**src/rtl/fft_256_peak_detect.sv**
```systemverilog
// rtl/fft_256_peak_detect.sv - peak bin, above-threshold count and frame checks over one 256-bin FFT frame
module fft_256_peak_detect #(
  parameter logic [16:0] THRESH  = 17'd1000,
  parameter bit          SKIP_DC = 1'b1
) (
  input  logic               clk,
  input  logic               rst,
  input  logic signed [15:0] in_real,
  input  logic signed [15:0] in_imag,
  input  logic [7:0]         in_addr,
  input  logic               in_valid,
  input  logic               abort,
  output logic [7:0]         peak_bin,
  output logic [16:0]        peak_mag,
  output logic [8:0]         above_cnt,
  output logic               frame_err,
  output logic               overrun,
  output logic               result_valid,
  output logic               busy
);
  typedef enum logic [1:0] {COLLECT, DRAIN, REPORT} state_t;
  localparam logic [7:0] BIN_INIT = SKIP_DC ? 8'd1 : 8'd0;

  state_t       state;
  logic [255:0] seen;
  logic [8:0]   distinct;
  logic         err_flag, ovr_flag;
  logic         s1_valid, s1_last, s2_valid, s2_last, s3_last;
  logic [16:0]  s1_a, s1_b, s2_mag;
  logic [7:0]   s1_addr, s2_addr;
  logic [16:0]  best_mag;
  logic [7:0]   best_bin;
  logic [8:0]   cnt;

  function automatic logic [16:0] abs17(input logic signed [15:0] v);
    logic [16:0] e;
    e = {v[15], v};
    return v[15] ? (~e + 17'd1) : e;
  endfunction

  logic        accept, is_dup, is_last, better, skip;
  logic [16:0] mx, mn, mag;

  always_comb begin
    accept  = (state == COLLECT) && in_valid && !abort;
    is_dup  = seen[in_addr];
    is_last = !is_dup && (distinct == 9'd255);
    mx      = (s1_a >= s1_b) ? s1_a : s1_b;
    mn      = (s1_a >= s1_b) ? s1_b : s1_a;
    mag     = mx + (mn >> 1);
    skip    = SKIP_DC && (s2_addr == 8'd0);
    better  = (s2_mag > best_mag) || ((s2_mag == best_mag) && (s2_addr < best_bin));
  end

  always_ff @(posedge clk) begin
    if (rst) begin
      state <= COLLECT;
      seen <= '0; distinct <= '0; err_flag <= 1'b0; ovr_flag <= 1'b0;
      s1_valid <= 1'b0; s1_last <= 1'b0; s2_valid <= 1'b0; s2_last <= 1'b0; s3_last <= 1'b0;
      s1_a <= '0; s1_b <= '0; s1_addr <= '0; s2_mag <= '0; s2_addr <= '0;
      best_mag <= '0; best_bin <= BIN_INIT; cnt <= '0;
      peak_bin <= '0; peak_mag <= '0; above_cnt <= '0;
      frame_err <= 1'b0; overrun <= 1'b0; result_valid <= 1'b0; busy <= 1'b0;
    end else if (abort) begin
      // Result outputs keep the last reported frame.
      state <= COLLECT;
      seen <= '0; distinct <= '0; err_flag <= 1'b0; ovr_flag <= 1'b0;
      s1_valid <= 1'b0; s1_last <= 1'b0; s2_valid <= 1'b0; s2_last <= 1'b0; s3_last <= 1'b0;
      best_mag <= '0; best_bin <= BIN_INIT; cnt <= '0;
      result_valid <= 1'b0; busy <= 1'b0;
    end else begin
      result_valid <= 1'b0;
      // Duplicates are flagged at the input so back-to-back repeats are caught.
      s1_valid <= accept && !is_dup;
      s1_last  <= accept && is_last;
      if (accept) begin
        s1_a <= abs17(in_real);
        s1_b <= abs17(in_imag);
        s1_addr <= in_addr;
        seen[in_addr] <= 1'b1;
        if (is_dup) err_flag <= 1'b1;
        else        distinct <= distinct + 9'd1;
      end
      s2_valid <= s1_valid;
      s2_last  <= s1_last;
      s2_mag   <= mag;
      s2_addr  <= s1_addr;
      s3_last  <= s2_last;
      if (s2_valid) begin
        if (!skip && better) begin
          best_mag <= s2_mag;
          best_bin <= s2_addr;
        end
        if (s2_mag > THRESH) cnt <= cnt + 9'd1;
      end
      case (state)
        COLLECT: begin
          busy <= accept || (distinct != 9'd0);
          if (accept && is_last) state <= DRAIN;
        end
        DRAIN: begin
          if (in_valid) ovr_flag <= 1'b1;
          if (s3_last) state <= REPORT;
        end
        default: begin
          peak_bin <= best_bin;
          peak_mag <= best_mag;
          above_cnt <= cnt;
          frame_err <= err_flag;
          overrun <= ovr_flag || in_valid;
          result_valid <= 1'b1;
          seen <= '0; distinct <= '0; err_flag <= 1'b0; ovr_flag <= 1'b0;
          best_mag <= '0; best_bin <= BIN_INIT; cnt <= '0;
          state <= COLLECT;
        end
      endcase
    end
  end
endmodule

```
**config.mk**
```make
export PLATFORM = sky130hd
export DESIGN_NAME = fft_256_peak_detect
export DESIGN_NICKNAME = d
export VERILOG_FILES = /design/src/rtl/fft_256_peak_detect.sv
export SDC_FILE = /design/constraint.sdc
export NUM_CORES = 1
export LEC_CHECK = 0
export BUFFER_PORTS_ARGS = -buffer_cell sky130_fd_sc_hd__buf_2
export CAP_MARGIN = 40
export CORE_MARGIN = 2
export CORE_UTILIZATION = 45
export DETAILED_ROUTE_END_ITERATION = 8
export PLACE_DENSITY_LB_ADDON = 0.08
export SYNTH_ARGS = -nofsm -noshare
export SYNTH_HDL_FRONTEND = slang
export SYNTH_SLANG_ARGS = --single-unit
```
**constraint.sdc**
```tcl
create_clock -name clk -period 6.37 [get_ports clk]
set_input_delay 1.5925 -clock clk [delete_from_list [all_inputs] [get_ports clk]]
set_output_delay 1.5925 -clock clk [all_outputs]
set_load 0.1 [all_outputs]
```
==> results.md, run 1 <==
* Cell Rows at 73
* Vias in the first global route at 14438
* Post-Route WL at 47.6 mm
* Final instance area at 0.0208 mm²
* Placement-stage cell area at 0.0194 mm²
* Total power at between 5000 and 6000 µW
* DR WL/cell at 17.9 µm
* Die Span X at approximately 200 µm
* Die Height at 206 µm
* PwrDens at approximately 280 mW/mm²
* Overall Global Routing Usage at roughly 23%
* Syn_nets at 2188
* Sequential element share of the synthesized area at 45.1%
* CTS tree: yes
* Final Cycle Share at 74.2%
* Fillers at 3862
* Resize count post-CTS at 0
* Largest net degree at the start of global routing at approximately 130
* Worst slew pin tran at slightly above 0.9 ns
* Share of cells above drive strength 1 at 13.4%
* Metal3 WL at 1.79 mm
* EDFF count, synth at 0
* Top delay family on crit path: compound AO/OA/AOI/OAI gates
* Crit Path Max Fanout at 16
* CORE AREA at around 0.04 mm²
* CTS Buf Count at 44
* Worst Path Buf+Inv at 1
* Crit path time final at 4.73 ns
* Setup Fix Bufs, Post-CTS at 0
* Final WS setup at 1.64 ns
* Max transition margin at 39.3%
* Critical Path Most Common Cell: a21oi_1
* Synth Register Bits at 413
* WL met1 at between 20 and 25 mm
* Cell count after synthesis at 2080
* First-pass GRT wire length at 77.2 mm
* Max Clock Skew at 0.0162 ns
* Root buf cell: clkbuf_16
* Max-cap violations at 0
* Critical path's slowest cell: o41ai_1
* Effective utilization at floorplan at 45.8%
* Compound-Gate Fraction of Synth Area at 15.7%
* Area grow syn2layout at 13.3%
* Maximum buffer depth of the clock tree at 3
* Top cell type's share of synthesized area at 45.1%
* Die ar. at 0.0424 mm²
* Multi-input gate area at 0.00938 mm²
* Via count at ~15000
* Cell Area, Synth at 0.0183 mm²
* Worst min-delay path category: reg -> reg
* CP peak stage delay at 0.66 ns
* Hold_buf cts at 0
* Register area at 0.00827 mm²
* CP endpoint kind: flop
* Router iterations before antenna repair at 5
* Most frequent cell after synthesis: dfxtp_1
* Synth area leader: dfxtp_1
* I/O pins at 82
* Fin nets at roughly 2200
* Syn. warnings at 0
* Clock transition at path regs at roughly 0.06 ns
* Area contributors post-synth: dfxtp_1, a21oi_1, nor2_1
* Top cells by count, synth: dfxtp_1, nor2_1, a21oi_1
* HPWL Detailed at approximately 32 mm
* Setup tns final at 0 ns
* Clock sink total at 413
* Leak Pwr at 0.00764 µW
* Asr flop ratio synth at 0%
* Setup-failing EPs final at 0
* PortBufs at 81
* Data arrival time of the worst path at between 5 and 6 ns
* CP Launch Type: flop
* Ys flop type: dfxtp_1
* Slew Limit Fails at 0
* Antenna-violating nets left at 0
* Max Fclk at 212 MHz
* Mux share of post-synthesis cell area at 11.4%
* DR iter-0 viols at 829
* Setup Crit Path Kind: reg -> reg
* Worst path required time at 6.80 ns
* Initial antenna violation count at 1
* Uppermost layer routed: met4
* Status: finished clean
* Clk_lat worst skew at 0.57 ns
* Post-Synth XOR/XNOR Area at 2.48%
* CP Cell Sequence: inv_1 -> ha_1 -> a21o_1 -> a21oi_1 -> a21oi_1 -> a211oi_1 -> o2111ai_1 -> a221o_1 -> mux2_2 -> ha_1 -> a21o_1 -> a21oi_1 -> o21ba_2 -> o21a_1 -> o41ai_1 -> a41oi_1 -> xnor2_1 -> mux2i_1 -> nor2_1
* Number of H-tree levels at 2
* Hold WS at 0.424 ns
* # DRC at 0
* RSZ-0062 raised after global routing: false
* Grt total ovfl at 0
* Pre-CTS setup slack at 1.14 ns
* Largest family of logic cells by synthesized area: simple AND/OR/NAND/NOR gates
* Synth Area in Simple Gates at 16.5%
* Final hold vios at 0
* WL met2 at 23.2 mm
* Mean post-synth cell area at slightly below 9 µm²
* Post-Synth Adder-Cell Area at 4.41%
* Post-detailed-route via-to-cell ratio at 5.52
* Netlist cell types at 62
* RePlAce Congestion at 0.805
* Max VDD drop at between 200 and 250 µV
==> placed cells by master (no fill, tap or decap), drive strengths merged, types with 5 or more instances in the layout <==
master	instances
a211oi	32
a21o	12
a21oi	334
a22o	6
a22oi	20
a31oi	14
and2	9
and3	10
buf	125
clkbuf	69
dfxtp	413
ha	63
inv	56
mux2	19
mux2i	62
mux4	56
nand2	189
nand2b	21
nand3	14
nand4	10
nor2	374
nor2b	10
nor3	35
nor3b	7
nor4	7
o21a	7
o21ai	38
o31ai	7
or3	8
or4	5
xnor2	20
xor2	32
==> sequential cells by signal, indices dropped and copies added (netlist names), 2 cells and up <==
register / cells
s1_addr: 8
s1_b: 17
state: 2
cnt: 9
above_cnt: 9
distinct: 9
peak_mag: 17
s2_mag: 17
s2_addr: 8
seen: 256
best_bin: 8
peak_bin: 8
best_mag: 17
s1_a: 17
==> per-layer routing <==
layer  global-route usage, %  vias to the layer above
li1                        -                     7263
met1                    28.9                     7099
met2                    40.0                      250
met3                    3.37                       68
met4                    7.27                        0
met5                       0                        -
==> worst reg2reg max path, delay by kind of cell, from the launching register on <==
kind / cells / cell delay (ns)
AO/OA/AOI/OAI: 12 / 2.88
AND/OR/NAND/NOR: 1 / 0.05
multiplexers: 2 / 0.51
adder cells (fa/ha/maj): 2 / 0.58
buffers and inverters: 1 / 0.06
flip-flops: 1 / 0.35
XOR/XNOR: 1 / 0.16
==> cell families (layout without fill, tap and decap cells) <==
group | Yosys count | in the layout
buf+inv | 202 | 254
fa+ha+maj | 64 | 64
simple gates | 709 | 709
mux | 137 | 137
other cells | 0 | 1
xor+xnor | 52 | 52
flops | 413 | 413
compound gates | 503 | 503
==> cell type report <==
cell class                      instances  area share, %
Tap cell                              525           3.16
Clock buffer                           69           6.49
Inverter                               56           1.01
Antenna cell                            1         0.0120
Clock inverter                          4          0.271
Sequential cell                       413           39.8
Multi-Input combinational cell       1465           45.2
Timing Repair Buffer                  125           4.09
==> worst paths after layout <==
kind	end	from	cells after the start	slack, ns
setup / recovery	s2_mag[15]	s1_b[3]	19	1.64
hold / removal	s3_last	s2_last	1	0.42
setup reg to reg	s2_mag[15]	s1_b[3]	19	1.64
hold reg to reg	s3_last	s2_last	1	0.42
==> power by group <==
part / internal [µW] / total (µW) / leakage (µW) / switching, µW
sequential: 2620 / 2650 / 0.00333 / 36.1
clock: 1480 / 2520 / 0.000689 / 1030
combinational: 215 / 566 / 0.00362 / 351
==> stage by stage <==
stage,utilization [%],instances
2_1_floorplan,-,2080
3_3_place_gp,47.9,2568
3_5_place_dp,48.4,2584
4_1_cts,51.9,2657
5_1_grt,51.9,2657
6_report,51.9,2658
Power figures use the tool's default switching activity.
==> run 2: changes to the inputs <==
clock period = 4.59 ns   (was 6.37 ns; I/O delays follow)
==> run 2 against run 1 <==
Final cell count grew 1.3%. Sequential share of layout area shrank 0.69 points. Clock-buffer cell count shrank 2. Setup slack lost 1.4 ns. Maximum frequency grew 8.5%. Critical path type unchanged. Highest routed layer is now met5.
==> results.md, run 2 (same netlist as run 1, synthesis figures left out) <==
* Status: finished clean
* Worst path required time at 5.01 ns
* Via count at between 10000 and 15000
* Vias in the first global route at 14581
* Clock transition at path regs at about 0.060 ns
* Worst Path Buf+Inv at 4
* Setup Crit Path Kind: reg -> reg
* Largest net degree at the start of global routing at 127
* Leading cell types in the layout, fill and taps excluded: dfxtp_1, nor2_1, a21oi_1
* Max Fclk at 230 MHz
* Antenna-violating nets left at 0
* Clock power share at 45.5%
* PwrDens at just under 400 mW/mm²
* Slew Limit Fails at 0
* CP peak stage delay at 0.48 ns
* Post-Route WL at between 40 and 50 mm
* Leak Pwr at 0.00782 µW
* Critical Path Most Common Cell: a21o_1
* Placement-stage cell area at 0.0195 mm²
* Clock sink total at between 400 and 500
* Area grow syn2layout at 15.3%
* Final WS setup at roughly 0.24 ns
* Worst min-delay path category: reg -> reg
* Max Clock Skew at 0.0153 ns
* Sw Ratio at 24.5%
* Max transition margin at 43.0%
* Grt total ovfl at 0
* # DRC at 0
* RSZ-0062 raised after global routing: true
* Initial antenna violation count at 1
* Seq pwr share at 44.4%
* Switching pwr at 2030 µW
* Cell Rows at between 70 and 80
* Share of cells above drive strength 1 at 15.3%
* Total power at 8280 µW
* First-pass GRT wire length at 78.3 mm
* Max VDD drop at 291 µV
* Final instance area at 0.0211 mm²
* HPWL Detailed at 32.7 mm
* Top delay family on crit path: compound AO/OA/AOI/OAI gates
* RePlAce Congestion at 0.889
* Final Cycle Share at 94.9%
* CP Launch Type: flop
* Setup-failing EPs final at 0
* Int Power at 6260 µW
* Critical path's slowest cell: a221o_2
* Crit Path Max Fanout at 25
* Maximum buffer depth of the clock tree at 3
* Router iterations before antenna repair at 5
* Final core occ at 52.8%
* Data arrival time of the worst path at 4.78 ns
* CP Cell Sequence: inv_1 -> ha_1 -> a21o_1 -> a21o_1 -> a211oi_2 -> o2111ai_1 -> a221o_2 -> buf_8 -> buf_4 -> o21ai_1 -> ha_1 -> a21o_1 -> a21o_1 -> a21oi_2 -> o41ai_2 -> buf_4 -> a311oi_1 -> xnor2_1 -> mux2i_1 -> nor2_1
* CORE AREA at 0.0400 mm²
* Pre-CTS setup slack at -0.00172 ns
* Worst slew pin tran at around 0.85 ns
* Max-cap violations at 0
* Final hold vios at 0
* DP Cell Count at around 2600
* Fin nets at around 2200
* I/O pins at 82
* Root buf cell: clkbuf_16
* Number of H-tree levels at 2
* Die Height at about 200 µm
* CP endpoint kind: flop
* DR iter-0 viols at between 1000 and 1500
* Die Span X at 206 µm
* CTS Buf Count at 45
* Comb pwr share at between 10% and 20%
* Overall Global Routing Usage at 23.3%
* DR WL/cell at 18.0 µm
* Largest register by flop count: seen
* PortBufs at 81
* Post-detailed-route via-to-cell ratio at 5.56
* Die ar. at ~0.042 mm²
* CTS tree: yes
* Commonest non-fill, non-tap cell in the layout: dfxtp_1
* Final Non-Filler Cells at approximately 2700
* Crit path time final at 4.35 ns
* Max FFs per register at approximately 260
* Effective utilization at floorplan at 45.8%
* Clk_lat worst skew at 0.58 ns
* Hold_buf cts at 0
* # diodes at 0
-- run 2: cell count changes in the layout (fill, tap and decap cells not counted), moves of 3 or more --
cell	delta
nor3_2	+4
a21oi_2	+4
buf_12	+3
nor3_4	-4
a21oi_1	-4
buf_4	+29
buf_8	-3
clkinv_2	+4
bufinv_16	+4
-- run 2: final timing paths --
path,cells past startpoint,to,slack [ns],start
setup / recovery,20,s2_mag[13],0.24,s1_b[6]
hold / removal,1,s2_valid,0.42,s1_valid
setup reg to reg,20,s2_mag[13],0.24,s1_b[6]
hold reg to reg,1,s2_valid,0.42,s1_valid
-- run 2: power groups by stage --
stage | logic, µW | clock network (µW) | registers, µW
final | 837 | 3770 | 3680
after global routing | 934 | 3990 | 3680
after detailed placement | 816 | 0 | 3760
after global placement | 811 | 0 | 3760
after CTS | 821 | 3860 | 3680
after floorplan | 577 | 0 | 3740
-- run 2: stage by stage --
stage / setup TNS [ns] / hold WS, ns
global placement: 0 / 0.408
global route: -0.126 / 0.433
detailed placement: -0.00172 / 0.411
CTS: 0 / 0.426
floorplan: 0 / 0.406
finish: 0 / 0.423
-- run 2: repair_timing --
item                       CTS  global route
setup endpoints to repair    1             9
gates resized for setup      1            13
setup buffers                0             1
cloned                       0             0
pin swaps                    0             4
-- run 2: layout make-up --
cell class	instances	area [µm²]
clock buffer	67	1340
clock inverter	14	204
fill	3787	18900
inverter	56	210
multi-input combinational	1465	9410
sequential	413	8270
tap	525	657
timing repair buffer	152	1040
-- run 2: per-layer routing --
layer  global-route usage (%)  share of wire [%]  up-vias
met5                        0              0.035        -
met4                     9.59                3.6        2
met3                     3.14                4.3      105
met2                     38.9                 47      315
met1                     30.4                 45     7196
li1                         -                  -     7339
